**src/rtl/regfile_dump_reader.sv**
```systemverilog
// ============================================================================
// Module   : regfile_dump_reader
// Purpose  : Walks REGFILE through both read ports, two registers per fetch,
//            and streams (address, data) beats on a valid/ready interface.
// Options  : REGDUMP_CHECKSUM_EN adds an XOR checksum of all dumped data.
// Revision : 1.0  initial release
// ============================================================================
`timescale 1ns/1ps
`default_nettype none

module regfile_dump_reader #(
  parameter int NREGS  = 32,
  parameter int ADDR_W = 5,
  parameter int DATA_W = 32
) (
  input  logic              clk,
  input  logic              rst,
  input  logic              start,
  output logic [ADDR_W-1:0] adressread,
  output logic [ADDR_W-1:0] adressread2,
  input  logic [DATA_W-1:0] dataout,
  input  logic [DATA_W-1:0] dataout2,
  output logic              out_valid,
  input  logic              out_ready,
  output logic [ADDR_W-1:0] out_addr,
  output logic [DATA_W-1:0] out_data,
  output logic              busy,
`ifdef REGDUMP_CHECKSUM_EN
  output logic [DATA_W-1:0] checksum,
`endif
  output logic              done
);

  typedef enum logic [2:0] {
    S_IDLE  = 3'd0,
    S_FETCH = 3'd1,
    S_SEND0 = 3'd2,
    S_SEND1 = 3'd3,
    S_DONE  = 3'd4
  } state_t;

  // One extra pointer bit keeps the compare against NREGS from wrapping.
  localparam logic [ADDR_W:0]   c_nregs  = (ADDR_W+1)'(NREGS);
  localparam logic [ADDR_W:0]   c_one    = (ADDR_W+1)'(1);
  localparam logic [ADDR_W:0]   c_two    = (ADDR_W+1)'(2);
  localparam logic [ADDR_W:0]   c_three  = (ADDR_W+1)'(3);
  localparam logic [ADDR_W-1:0] c_first2 = (NREGS == 1) ? '0 : ADDR_W'(1);

  state_t            r_state;
  logic [ADDR_W:0]   r_ptr;
  logic [DATA_W-1:0] r_buf1;

  logic [ADDR_W:0]   w_ptr1;
  logic [ADDR_W:0]   w_ptr2;
  logic [ADDR_W:0]   w_ptr3;

  assign w_ptr1 = r_ptr + c_one;
  assign w_ptr2 = r_ptr + c_two;
  assign w_ptr3 = r_ptr + c_three;

  always_ff @(posedge clk) begin
    if (rst) begin
      r_state     <= S_IDLE;
      r_ptr       <= '0;
      r_buf1      <= '0;
      adressread  <= '0;
      adressread2 <= '0;
      out_valid   <= 1'b0;
      out_addr    <= '0;
      out_data    <= '0;
      busy        <= 1'b0;
      done        <= 1'b0;
`ifdef REGDUMP_CHECKSUM_EN
      checksum    <= '0;
`endif
    end else begin
      done <= 1'b0;
`ifdef REGDUMP_CHECKSUM_EN
      if (out_valid && out_ready) begin
        checksum <= checksum ^ out_data;
      end
`endif
      case (r_state)
        S_IDLE: begin
          if (start) begin
            r_state     <= S_FETCH;
            r_ptr       <= '0;
            busy        <= 1'b1;
            adressread  <= '0;
            adressread2 <= c_first2;
`ifdef REGDUMP_CHECKSUM_EN
            checksum    <= '0;
`endif
          end
        end
        // Read addresses were set on entry; the pair is snapshotted here.
        S_FETCH: begin
          out_valid <= 1'b1;
          out_addr  <= adressread;
          out_data  <= dataout;
          r_buf1    <= dataout2;
          r_state   <= S_SEND0;
        end
        S_SEND0: begin
          if (out_ready) begin
            if (w_ptr1 < c_nregs) begin
              out_addr <= adressread2;
              out_data <= r_buf1;
              r_state  <= S_SEND1;
            end else begin
              out_valid <= 1'b0;
              done      <= 1'b1;
              r_state   <= S_DONE;
            end
          end
        end
        S_SEND1: begin
          if (out_ready) begin
            out_valid <= 1'b0;
            r_ptr     <= w_ptr2;
            if (w_ptr2 < c_nregs) begin
              adressread  <= w_ptr2[ADDR_W-1:0];
              adressread2 <= (w_ptr3 == c_nregs) ? w_ptr2[ADDR_W-1:0] : w_ptr3[ADDR_W-1:0];
              r_state     <= S_FETCH;
            end else begin
              done    <= 1'b1;
              r_state <= S_DONE;
            end
          end
        end
        S_DONE: begin
          busy    <= 1'b0;
          r_state <= S_IDLE;
        end
        default: begin
          r_state <= S_IDLE;
        end
      endcase
    end
  end

endmodule

`default_nettype wire

```
**config.mk**
```make
export PLATFORM = sky130hd
export DESIGN_NAME = regfile_dump_reader
export DESIGN_NICKNAME = d
export VERILOG_FILES = /design/src/rtl/regfile_dump_reader.sv
export SDC_FILE = /design/constraint.sdc
export NUM_CORES = 1
export LEC_CHECK = 0
export CAP_MARGIN = 10
export CORE_ASPECT_RATIO = 0.75
export CORE_UTILIZATION = 45
export CTS_CLUSTER_DIAMETER = 150
export DETAILED_ROUTE_END_ITERATION = 10
export PLACE_DENSITY = 0.78
export SLEW_MARGIN = 15
export SYNTH_ARGS = -nofsm -noshare
export SYNTH_HDL_FRONTEND = slang
export SYNTH_SLANG_ARGS = --single-unit
```
**constraint.sdc**
```tcl
create_clock -name clk -period 1.9 [get_ports clk]
set_input_delay 0.285 -clock clk [delete_from_list [all_inputs] [get_ports clk]]
set_output_delay 0.285 -clock clk [all_outputs]
set_load 0.01 [all_outputs]
```
* After elaboration in Yosys (flattened, before gate mapping) *
Cells that the tools add are included.

storage, ports and cells
  bits in registers = 91
  bits of input ports = 68

operators by class
  $add $sub $neg = 3
  $lt $le $gt $ge = 2
  equal/unequal tests = 11
  multiplexer cells = 35
  reduce and logical (&&, ||, !) cells = 11

operators with widths
  cell                                                  count
  2-to-1 mux 32 bit                                     2
  one-hot mux 32 bit (2 select lines)                   1
  2-to-1 mux 5 bit                                      9
  one-hot mux 5 bit (2 select lines)                    3
  2-to-1 mux 3 bit                                      5
  adder 6 x 2 -> 6 bit (second input constant)          2
  less-than comparator 6 bit (second input constant)    2
  2-to-1 mux 6 bit                                      2
  inequality test 2 bit (second input constant)         6
  one-hot mux 3 bit (4 select lines)                    1
  one-hot mux 6 bit (2 select lines)                    1
  AND reduction 3 bit                                   3
  2-to-1 mux 1 bit                                      8
  AND reduction 4 bit                                   2
  adder 6 x 1 -> 6 bit (second input constant)          1
  equality test 3 x 2 -> 1 bit (second input constant)  2
  equality test 6 bit (second input constant)           1
  nonzero test 2 bit                                    3
  one-hot mux 1 bit (2 select lines)                    2
  equality test 3 x 1 -> 1 bit (second input constant)  1
  equality test 3 bit (second input constant)           1
  logical NOT 3 bit                                     1
  one-hot mux 1 bit (3 select lines)                    1
  nonzero test 3 bit                                    1
  AND reduction 2 bit                                   1

* Longest topological paths before layout *
Gate-level depths: netlist of run 1.

  depth in word-level cells = 6
  depth in mapped cells = 8

* Worst setup path before layout of run 1 *
OpenSTA, ideal clock, no wires.

  kind = register -> register
  from = register r_ptr[1]
  to = register adressread2[3]
  library setup time = 114 ps
  arrival = 1462 ps
  required time = 1786 ps
  setup slack = 323 ps
  cell stages (with the launch flop) = 6
  buffers on the path = 0
  period minus slack after synthesis = 1577 ps
  cells stage by stage = dfxtp_1 ha_1 nand3_1 xnor2_1 a211oi_2 a21bo_1

on the way
  longest elaborated chain between the ends = 6
  elaborated cells on any way between the ends = 10
  classes of those cells = add/sub (2); order compare (1); eq/ne (2); mux (4); reduce/logical (1)

ends and longest elaborated chain
  what                                                          line  text
  from (decl)                                                   50    logic [ADDR_W:0] r_ptr;
  from (signal assigned)                                        120   r_ptr <= w_ptr2;
  branches (longest 6 deep; another with adder 6 x 2 -> 6 bit)  --
  to (signal assigned)                                          90    adressread2 <= c_first2;
  to (signal assigned)                                          123   adressread2 <= (w_ptr3 == c_nregs) ? w_ptr2[ADDR_W-1:0] : w_ptr3[ADDR_W-1:0];
  to (decl)                                                     20    output logic [ADDR_W-1:0] adressread2,

Several ways; the timed one is not identified. The select of a mux whose other input is x is not followed.
A chain may end at the register's enable or synchronous reset.

* Worst setup path in the final report of run 1 *
  from = register r_state[2]
  to = register out_data[23]

on the way
  longest elaborated chain between the ends = 3
  elaborated cells on any way between the ends = 7
  classes of those cells = eq/ne (4); mux (1); reduce/logical (2)

ends and longest elaborated chain
  what                                                                                 line  text
  from (decl)                                                                          49    state_t r_state;
  from (signal assigned)                                                               63    r_state <= S_IDLE;
  from (signal assigned)                                                               86    r_state <= S_FETCH;
  from (signal assigned)                                                               102   r_state <= S_SEND0;
  equality test 3 x 2 -> 1 bit / equality test 3 x 1 -> 1 bit (equally long branches)  83    case (r_state)
  inequality test 2 bit (no line) / nonzero test 2 bit (equally long branches)         --
  AND reduction 3 bit (no line)                                                        --
  to (signal assigned)                                                                 100   out_data <= dataout;
  to (signal assigned)                                                                 108   out_data <= r_buf1;
  to (decl)                                                                            26    output logic [DATA_W-1:0] out_data,

Several ways; a longest one is shown, not always the timed one.

==> results of run 1 <==
state kept, by name (all words and copies together) (netlist names):
signal / count
out_valid: 1
out_data: 32
busy: 1
adressread: 4
r_state: 3
r_buf1: 32
r_ptr: 5
adressread2: 4
done: 1
out_addr: 5
cells in the final DEF (no fill, tap or decap), drive strengths merged, types with 2 or more instances in the layout:
cell | netlist | routed
clkbuf | 16 | 12
a21o | 2 | 2
inv | 4 | 4
dfxtp | 88 | 88
nor3b | 4 | 4
a211oi | 39 | 39
clkinvlp | 0 | 3
o21ai | 5 | 5
xnor2 | 3 | 3
nor3 | 2 | 2
a21oi | 38 | 38
ha | 2 | 2
nand2 | 68 | 68
buf | 18 | 14
nand3 | 6 | 6
mux2i | 38 | 38
nor2b | 3 | 3
clkdlybuf4s50 | 0 | 116
o21a | 2 | 2
a21bo | 3 | 3
nor2 | 44 | 44
routing by layer:
layer	GRT usage, %	wire length (um)
met5	0	0
met4	4.11	44
met3	8.97	734
met2	38.5	4530
met1	27.9	4250
cell families after synthesis:
group                    Yosys count  synth area share [%]
AND/OR/NAND/NOR                  136                  15.5
flip-flops                        88                  46.4
AO/OA/AOI/OAI                     94                  21.2
adder cells (fa/ha/maj)            2                 0.659
XOR/XNOR                           4                 0.923
multiplexers                      38                  10.0
buffers and inverters             38                  5.34
how the worst min path moves through the flow:
stage                                  from                      end  cells past startpoint
floorplan                       dataout2[0]   r_buf1[0]$_SDFFE_PP0N_                      2
global placement    r_buf1[31]$_SDFFE_PP0N_  r_buf1[31]$_SDFFE_PP0N_                      2
detailed placement  r_buf1[31]$_SDFFE_PP0N_  r_buf1[31]$_SDFFE_PP0N_                      2
CTS                                     rst   out_valid$_SDFFE_PP0P_                      2
global route                            rst    r_ptr[3]$_SDFFE_PP0P_                      2
finish                                  rst   out_valid$_SDFFE_PP0P_                      2
layout make-up:
cell class                      instances  area share (%)
Sequential cell                        88            33.2
Clock inverter                          4           0.991
Timing Repair Buffer                  130            25.3
Multi-Input combinational cell        274            34.8
Clock buffer                           12            2.93
Tap cell                              105            2.48
Inverter                                4           0.283
stage by stage:
step | util, % | total power, mW | worst slack, ps
after CTS | 66.1 | 4.73 | 175
after detailed placement | 63.5 | 3.41 | 49.2
after global placement | 63.5 | 3.37 | 142
after floorplan | - | 2.85 | 323
final | 66.1 | 4.68 | 187
after global routing | 66.1 | 4.93 | 51.8
where the power goes:
group          total (mW)  switching, mW  internal, mW
Combinational        1.24          0.592         0.644
Clock                1.32          0.638         0.680
Sequential           2.13          0.107          2.02
critical path, stage by stage, from the launching register on:
cell and delay [ps]:
dfxtp_1 460, nor3b_4 360, a31o_4 300, buf_12 220, nor2_1 80, a211oi_2 210
==> flow_summary_export.csv, run 1 <==
group,metric,value,unit
sta,finalMaxSlewViolations,0,
synth,yosys.area.top_type_share,46.4,%
grt,grt_pass1_wl,15.3,mm
run,cap_viol_max_count,0,
die,core_area,8020,sq um
layout,multi_input_area,1850,sq um
synth,syn-num-nets,470,
layout,antenna_cells,0,
worst_setup_path,critPathCaptureType,"flop",
worst_setup_path,crit_fanout,30,
cts,cts_tree,"built",
die,start_util,47.3,%
cts,h-tree-depth,3,
synth,synthFlopType,"dfxtp_1",
worst_setup_path,startpoint,"r_state[2]$_SDFFE_PP0P_",
synth,synth_common_cells,"dfxtp_1 (88), nand2_1 (68), nor2_1 (44), mux2i_1 (38), a21oi_1 (37)",
placement,place.gp.congestion,0.832,
drt,vias,3204,
drt,drtIter0Drc,179,
synth,ys_top_cells_by_area,"dfxtp_1 (46%), a211oi_2 (12%), mux2i_1 (10%)",
sta,post-route-period-util,90.1,%
sta,rsz0062_at_grt,"no",
drt,routedWlPerCell,15.5,um
synth,synth.distinct_cells,41,
cts,cts_buffer_depth,2,
die,row_count,28,
grt,grt_pass1_vias,3168,
drt,dr.pass1.iters,4,
grt,antenna_found_initial,0,
layout,n_fill_cell,684,
drt,drc,0,
cts,numCtsBuffers,9,
synth,synth_seq_cells,88,
sta,slew_headroom,67.7,%
layout,layout.area.seq,1760,sq um
sta,final.setup_skew,7.27,ps
grt,grt_max_degree,47,
grt,grt-ovfl-total,0,
sta,setup_tns,0,ps
synth,avgSynthCellArea,9.49,sq um
layout,fin_area,5300,sq um
synth,synth_edf_count,0,
placement,place_area,5090,sq um
layout,final_nets,577,
layout,drive_gt1_share,13.9,%
drt,vias_per_cell,5.19,
pwr,powerDensity,883,nW/um^2
worst_setup_path,critPathLaunchType,"flop",
layout,area_growth,39.6,%
worst_setup_path,r2r_cells,5,
worst_setup_path,required,2170,ps
sta,period_minus_slack,1710,ps
layout,instances_no_fill,617,
synth,synth_most_common_cell,"dfxtp_1",
worst_setup_path,critPathKind,"flop to flop",
die,ios,118,
sta,tightest_slew,483,ps
pwr,peakVddDrop,0.516,mV
drt,routed_wl,9.56,mm
sta,finalSetupViolations,0,
cts,cts_root_buf,"clkbuf_8",
outcome,outcome,"finished, final reports clean",
sta,final_hold_viol_count,0,
worst_hold_path,min_path_type,"primary input to flop",
placement,place_inst,601,
cts,post-cts-setup-buffers,0,
pwr,cellLeakagePower,1.84,nW
synth,syn_inst,400,
worst_setup_path,timing.rr.start,"r_state[2]$_SDFFE_PP0P_",
worst_setup_path,cp.arrival,1980,ps
placement,port_buffers,117,
sta,hold_ws,229,ps
worst_setup_path,r2r_slack,190,ps
synth,ys_async_sr_fraction,0,%
synth,synthesis.area,3800,sq um
worst_setup_path,crit_path_end,"out_data[23]$_SDFFE_PP0P_",
sta,max_freq,584,MHz
cts,clkSlewWorstSetupHoldPaths,80,ps
worst_setup_path,r2r-end,"out_data[23]$_SDFFE_PP0P_",
synth,ys_warn_count,0,
cts,clock-sinks,88,
synth,yosys.area.top_type,"dfxtp_1",
synth,ys_seq_area_share,46.4,%
placement,dp_hpwl,6.74,mm
grt,grt_usage,22.8,%
die,die_w,108,um
cts,clock_latency,350,ps
die,die-area,8810,sq um
drt,drtAntennaViolNets,0,
cts,ctsHoldBuffers,0,
die,die_h,81.6,um
cts,ctsResizeCount,0,
No activity file was read; power rests on OpenSTA's default activity.
==> run 2: changes to the inputs <==
--- a/constraint.sdc
+++ b/constraint.sdc
@@ -3,2 +3,2 @@
 set_output_delay 0.285 -clock clk [all_outputs]
-set_load 0.01 [all_outputs]
+set_load 0.02 [all_outputs]
==> results of run 2 <==
The final DEF is identical to that of run 1. Status: finished, final reports clean.
Main changes from that run: total power 4.68 mW -> 4.77 mW; worst IR drop on VDD 0.516 mV -> 0.526 mV
